**src/rtl/rf_ctrl_pkg.sv**
```systemverilog
// Shared widths and the queued-write record for the register-file write controller.
package rf_ctrl_pkg;
  localparam int REG_ADDR_W = 4;
  localparam int DATA_W     = 16;

  // "reg" is a keyword, so the destination field is named dst.
  typedef struct packed {
    logic [REG_ADDR_W-1:0] dst;
    logic [DATA_W-1:0]     data;
  } rf_wr_t;
endpackage

```
**src/rtl/rf_wb_queue.sv**
```systemverilog
// In-order circular writeback queue; exposes every slot with valid/age for forwarding.
module rf_wb_queue
  import rf_ctrl_pkg::*;
#(
  parameter  int DEPTH = 4,
  localparam int PTR_W = $clog2(DEPTH),
  localparam int CNT_W = PTR_W + 1
) (
  input  logic                          clk,
  input  logic                          rst,
  input  logic                          push_i,
  input  rf_wr_t                        push_data_i,
  input  logic                          pop_i,
  output rf_wr_t                        head_o,
  output logic                          full_o,
  output logic                          empty_o,
  output logic [CNT_W-1:0]              occupancy_o,
  output rf_wr_t [DEPTH-1:0]            ent_o,
  output logic [DEPTH-1:0]              valid_o,
  output logic [DEPTH-1:0][PTR_W-1:0]   age_o
);
  logic [PTR_W-1:0]   wr_ptr_q, wr_ptr_d;
  logic [PTR_W-1:0]   rd_ptr_q, rd_ptr_d;
  logic [CNT_W-1:0]   count_q, count_d;
  rf_wr_t [DEPTH-1:0] mem_q;

  // The owner never pushes when full nor pops when empty.
  always_comb begin
    wr_ptr_d = wr_ptr_q + PTR_W'(push_i);
    rd_ptr_d = rd_ptr_q + PTR_W'(pop_i);
    count_d  = count_q + CNT_W'(push_i) - CNT_W'(pop_i);
  end

  always_ff @(posedge clk) begin
    if (rst) begin
      wr_ptr_q <= '0;
      rd_ptr_q <= '0;
      count_q  <= '0;
    end else begin
      wr_ptr_q <= wr_ptr_d;
      rd_ptr_q <= rd_ptr_d;
      count_q  <= count_d;
    end
  end

  always_ff @(posedge clk) begin
    if (push_i) mem_q[wr_ptr_q] <= push_data_i;
  end

  assign head_o      = mem_q[rd_ptr_q];
  assign full_o      = (count_q == CNT_W'(DEPTH));
  assign empty_o     = (count_q == '0);
  assign occupancy_o = count_q;
  assign ent_o       = mem_q;

  // Age 0 is the head; a slot is live when its age is below the count.
  always_comb begin
    for (int i = 0; i < DEPTH; i++) begin
      age_o[i]   = PTR_W'(i) - rd_ptr_q;
      valid_o[i] = ({1'b0, age_o[i]} < count_q);
    end
  end
endmodule

```
**src/rtl/rf_write_controller.sv**
```systemverilog
// Drives the register-file write port from a writeback queue (debug port wins)
// and forwards not-yet-retired queue data onto both read paths.
module rf_write_controller
  import rf_ctrl_pkg::*;
#(
  parameter int DEPTH   = 4,
  parameter bit DROP_R0 = 1'b1
) (
  input  logic                      clk,
  input  logic                      rst,
  input  logic                      wb_valid,
  output logic                      wb_ready,
  input  logic [3:0]                wb_reg,
  input  logic [15:0]               wb_data,
  input  logic                      dbg_we,
  input  logic [3:0]                dbg_reg,
  input  logic [15:0]               dbg_data,
  output logic                      WriteReg,
  output logic [3:0]                DstReg,
  output logic [15:0]               DstData,
  input  logic [3:0]                SrcReg1,
  input  logic [3:0]                SrcReg2,
  input  logic [15:0]               RfData1,
  input  logic [15:0]               RfData2,
  output logic [15:0]               SrcData1,
  output logic [15:0]               SrcData2,
  output logic [$clog2(DEPTH):0]    occupancy
);
  localparam int PTR_W = $clog2(DEPTH);

  logic                          q_push, q_pop, q_full, q_empty;
  rf_wr_t                        q_head;
  rf_wr_t [DEPTH-1:0]            q_ent;
  logic [DEPTH-1:0]              q_valid;
  logic [DEPTH-1:0][PTR_W-1:0]   q_age;

  rf_wb_queue #(.DEPTH(DEPTH)) u_queue (
    .clk         (clk),
    .rst         (rst),
    .push_i      (q_push),
    .push_data_i ({wb_reg, wb_data}),
    .pop_i       (q_pop),
    .head_o      (q_head),
    .full_o      (q_full),
    .empty_o     (q_empty),
    .occupancy_o (occupancy),
    .ent_o       (q_ent),
    .valid_o     (q_valid),
    .age_o       (q_age)
  );

  // Ready comes from the registered count only, so a full queue never pops through.
  assign wb_ready = !q_full;
  assign q_push   = wb_valid && wb_ready && !rst && !(DROP_R0 && (wb_reg == '0));

  always_comb begin
    WriteReg = 1'b0;
    DstReg   = '0;
    DstData  = '0;
    q_pop    = 1'b0;
    if (!rst) begin
      if (dbg_we) begin
        WriteReg = 1'b1;
        DstReg   = dbg_reg;
        DstData  = dbg_data;
      end else if (!q_empty) begin
        WriteReg = 1'b1;
        DstReg   = q_head.dst;
        DstData  = q_head.data;
        q_pop    = 1'b1;
      end
    end
  end

  // Youngest live match wins; the head is still searched since it is not yet in the file.
  function automatic logic [DATA_W-1:0] fwd(
    input logic [REG_ADDR_W-1:0]        addr,
    input logic [DATA_W-1:0]            raw,
    input rf_wr_t [DEPTH-1:0]           ent,
    input logic [DEPTH-1:0]             vld,
    input logic [DEPTH-1:0][PTR_W-1:0]  age
  );
    logic [DATA_W-1:0] d;
    logic              hit;
    logic [PTR_W-1:0]  best;
    d    = raw;
    hit  = 1'b0;
    best = '0;
    for (int i = 0; i < DEPTH; i++) begin
      if (vld[i] && (ent[i].dst == addr) && (!hit || (age[i] > best))) begin
        d    = ent[i].data;
        best = age[i];
        hit  = 1'b1;
      end
    end
    if (DROP_R0 && (addr == '0)) d = '0;
    return d;
  endfunction

  always_comb begin
    SrcData1 = fwd(SrcReg1, RfData1, q_ent, q_valid, q_age);
    SrcData2 = fwd(SrcReg2, RfData2, q_ent, q_valid, q_age);
  end
endmodule

```
**config.mk**
```make
export PLATFORM = sky130hd
export DESIGN_NAME = rf_write_controller
export DESIGN_NICKNAME = d
export VERILOG_FILES = /design/src/rtl/rf_ctrl_pkg.sv /design/src/rtl/rf_wb_queue.sv /design/src/rtl/rf_write_controller.sv
export SDC_FILE = /design/constraint.sdc
export NUM_CORES = 1
export LEC_CHECK = 0
export CAP_MARGIN = 20
export CORE_MARGIN = 4
export CORE_UTILIZATION = 54
export CTS_CLUSTER_DIAMETER = 100
export DETAILED_ROUTE_END_ITERATION = 6
export HOLD_SLACK_MARGIN = 0.06
export PLACE_DENSITY = 0.94
export SLEW_MARGIN = 20
export SYNTH_ARGS = -nofsm -noshare
export SYNTH_HDL_FRONTEND = slang
export SYNTH_SLANG_ARGS = --single-unit
```
**constraint.sdc**
```tcl
create_clock -name clk -period 19.35 [get_ports clk]
set_clock_uncertainty 0.05 [all_clocks]
set_input_delay 5.805 -clock clk [delete_from_list [all_inputs] [get_ports clk]]
set_output_delay 5.805 -clock clk [all_outputs]
set_load 0.05 [all_outputs]
```
==> run_results.csv <==
group,metric,value,unit
cts,cts-resized-gates,0,
placed_design,dpl.hpwl,13090,um
sta,rsz0062_at_grt,"no",
cts,tritoncts,"done",
critical_path,crit_path_top_delay_cell,"clkdlybuf4s50_1",
critical_path,arrival,12500,ps
cts,clock-root-buffer,"clkbuf_8",
cts,cts_buffers,9,
drt,drt-total-wl,18730,um
sta,setup_viol,0,
critical_path,path_cells,"clkdlybuf4s50_1, xor2_1, nor4_4, nand3_1, and2_1, a22oi_1, ha_1, nor2b_1, o21ai_0, a21o_1, mux2_2, ha_1, nor2b_1, o21ai_0, nor4_1, a31oi_2, buf_4, nor2_1, a311oi_1, clkdlybuf4s50_1",
power,leakagePower,2.443,nW
run_status,status,"completed",
cts,cts_sinks,87,
yosys,syn-mean-instance-area,11.74,um^2
floorplan,die_area,12430,um^2
global_route,grt_pass1_vias,5370,
floorplan,num_rows,37,
finish,fin_util,72.24,%
finish,n_antenna_cell,0,
yosys,synth_cell_type_count,52,
cts,hold_buffers,0,
placed_design,placed_cells,744,
cts,post_cts_buffers,0,
cts,cts.reportedPaths.clkPinSlew,80,ps
cts,clockBufferDepth,2,
job,drv_cap,0,
finish,regArea,2544,um^2
finish,nNetsFinal,721,
finish,multi_input_area,3008,um^2
finish,area_growth,29.48,%
floorplan,io_pins,141,
drt,drt_drc_violations_left,0,
sta,hold_viol,0,
sta,finalCriticalPeriod,18350,ps
floorplan,die_y,111.5,um
critical_path,critPathRequiredTime,13490,ps
global_route,antenna_found_initial,0,
yosys,mappedNetlistNets,595,
floorplan,die_w,111.5,um
yosys,ys_seq_area_share,43.94,%
critical_path,slowest_delay,890,ps
sta,final.setup.tns,0,ps
sta,maxSlewViolCount,0,
floorplan,start_util,55.79,%
power,max-vdd-ir-drop,67.47,uV
sta,worstMarginPinSlew,1127,ps
critical_path,critical_path.max_fanout,19,
drt,dr.first_iter.drc_count,660,
finish,fin_cells,760,
yosys,synth_seq_cells,87,
drt,via_count,5155,
sta,fin_crit_sh,94.84,%
min_path,holdCritPathClass,"reg -> reg",
finish,drive_above_1_share,12.66,%
placed_design,io_buffer_count,140,
critical_path,worst_setup_path_start_kind,"input pin",
yosys,synth-edff-count,80,
global_route,grt_max_degree,37,
drt,route.detailed.wl_per_inst,24.65,um
sta,slew_headroom,24.57,%
power,p_per_area,92.20,nW/um^2
drt,ant_nets,0,
floorplan,core-area,10370,um^2
yosys,yosysWarningCount,0,
yosys,mappedNetlistArea,5786,um^2
cts,worstSkewPairLatency,370,ps
drt,detail_route.vias_per_cell,6.783,
global_route,track_usage,30.46,%
drt,firstDrtPassIters,5,
yosys,async_reset_ff_share,0,%
placed_design,gp_congestion,0.9564,
finish,fillers,724,
global_route,grt-ovfl-total,0,
critical_path,crit_path_end_kind,"output pin",
yosys,synth_flop_cell,"edfxtp_1",
sta,max_freq,54.49,MHz
cts,htreeDepth,3,
yosys,syn_inst,493,
critical_path,timing_worst_setup_path_type,"in -> out",
global_route,grt_pass1_wl,29660,um
metal layers:
metal	GRT usage [%]	vias to the layer above	share of wire (%)
li1	-	2208	-
met1	38.72	2491	36
met2	50.10	386	49
met3	6.576	70	10
met4	13.95	0	4.2
met5	0	-	0
through the flow:
step,cell area [um^2],setup slack [ps],hold WS (ps),total power [W]
2_1_floorplan,5786,2515,489.1,0.0004542
3_3_place_gp,7288,1391,530.5,0.0005503
3_5_place_dp,7288,1072,576.1,0.0005588
4_1_cts,7491,1056,596.4,0.0006902
5_1_grt,7491,697.5,622.6,0.0007187
6_report,7491,997.7,605.3,0.0006906
state kept, by name, summed over array words and instances, names as in the netlist:
register / cells
u_queue.ent_o: 80
u_queue.wr_ptr_q: 2
u_queue.occupancy_o: 3
u_queue.rd_ptr_q: 2
cell usage in the layout (no fill, tap or decap), types with 3 or more instances in the layout:
master           count
a311oi_2             9
nand2_1             48
nor2_1              41
a311oi_1            21
a2bb2oi_1            3
ha_1                17
nor2b_1              8
o211ai_1            30
mux4_2              20
edfxtp_1            80
nor4_1               4
o22a_1              28
inv_1               16
clkbuf_8             9
xor2_1              17
o21ai_0              8
nand3_1              3
clkdlybuf4s50_1    140
dfxtp_1              6
buf_4               14
a22o_1              20
xnor2_1             19
nor3_1               3
layout make-up:
class,instances,area share [%]
multi-input cells,351,40.15
well taps,136,2.272
inverters,16,0.8017
flip-flops and latches,87,33.96
clock inverters,6,1.002
clock buffers,10,1.704
repair buffers,154,20.11
final timing paths:
check	endpoint	cells after the start	startpoint	slack [ps]
worst max-delay path	SrcData2[9]	20	SrcReg2[3]	1000
worst min-delay path	u_queue.wr_ptr_q[1]	2	u_queue.wr_ptr_q[1]	610
worst max register to register	u_queue.occupancy_o[2]	10	u_queue.occupancy_o[2]	17000
worst min register to register	u_queue.wr_ptr_q[1]	2	u_queue.wr_ptr_q[1]	610
cell usage after synthesis, types with 3 or more instances:
cell type	number	area, um^2
xnor2_1	19	166.4
nor4_1	6	37.54
a311oi_2	9	135.1
nor2b_1	8	50.05
buf_4	3	22.52
buf_2	19	95.09
mux4_2	20	450.4
edfxtp_1	80	2402
a2bb2oi_1	3	26.28
nor3_1	4	20.02
nand2_1	48	180.2
clkbuf_1	13	48.80
nor2_1	43	161.4
o211ai_1	30	225.2
dfxtp_1	7	140.1
ha_1	17	212.7
nand3_1	3	15.01
inv_1	16	60.06
a22o_1	20	175.2
o21ai_0	8	40.04
buf_6	4	45.04
xor2_1	17	148.9
o22a_1	28	245.2
a311oi_1	21	183.9
where the power goes:
part           internal [W]  switching [W]  total [W]  leakage [nW]
logic              0.000126       0.000207   0.000333          1.56
registers          0.000215     0.00000961   0.000225         0.783
clock network     0.0000618      0.0000711   0.000133        0.0994
worst max-delay path: cells and delay by family:
family,cells,cell delay (ps)
AOI/OAI and AO/OA,6,2200
buffers and inverters,3,1880
and+or+nand+nor,7,1450
adders and majority gates,2,580
muxes,1,410
xor gates and xnor gates,1,150
kinds of logic (layout without fill, tap and decap cells):
logic type               count (synthesis)  count (layout)  synth area share, %
AND/OR/NAND/NOR                        124             124                9.948
adder cells (fa/ha/maj)                 18              18                4.022
multiplexers                            22              22                8.175
flip-flops                              87              87                43.94
buffers and inverters                   55             186                4.693
AO/OA/AOI/OAI                          151             151                23.77
XOR/XNOR                                36              36                5.450
(Power assumes the default switching activity.)
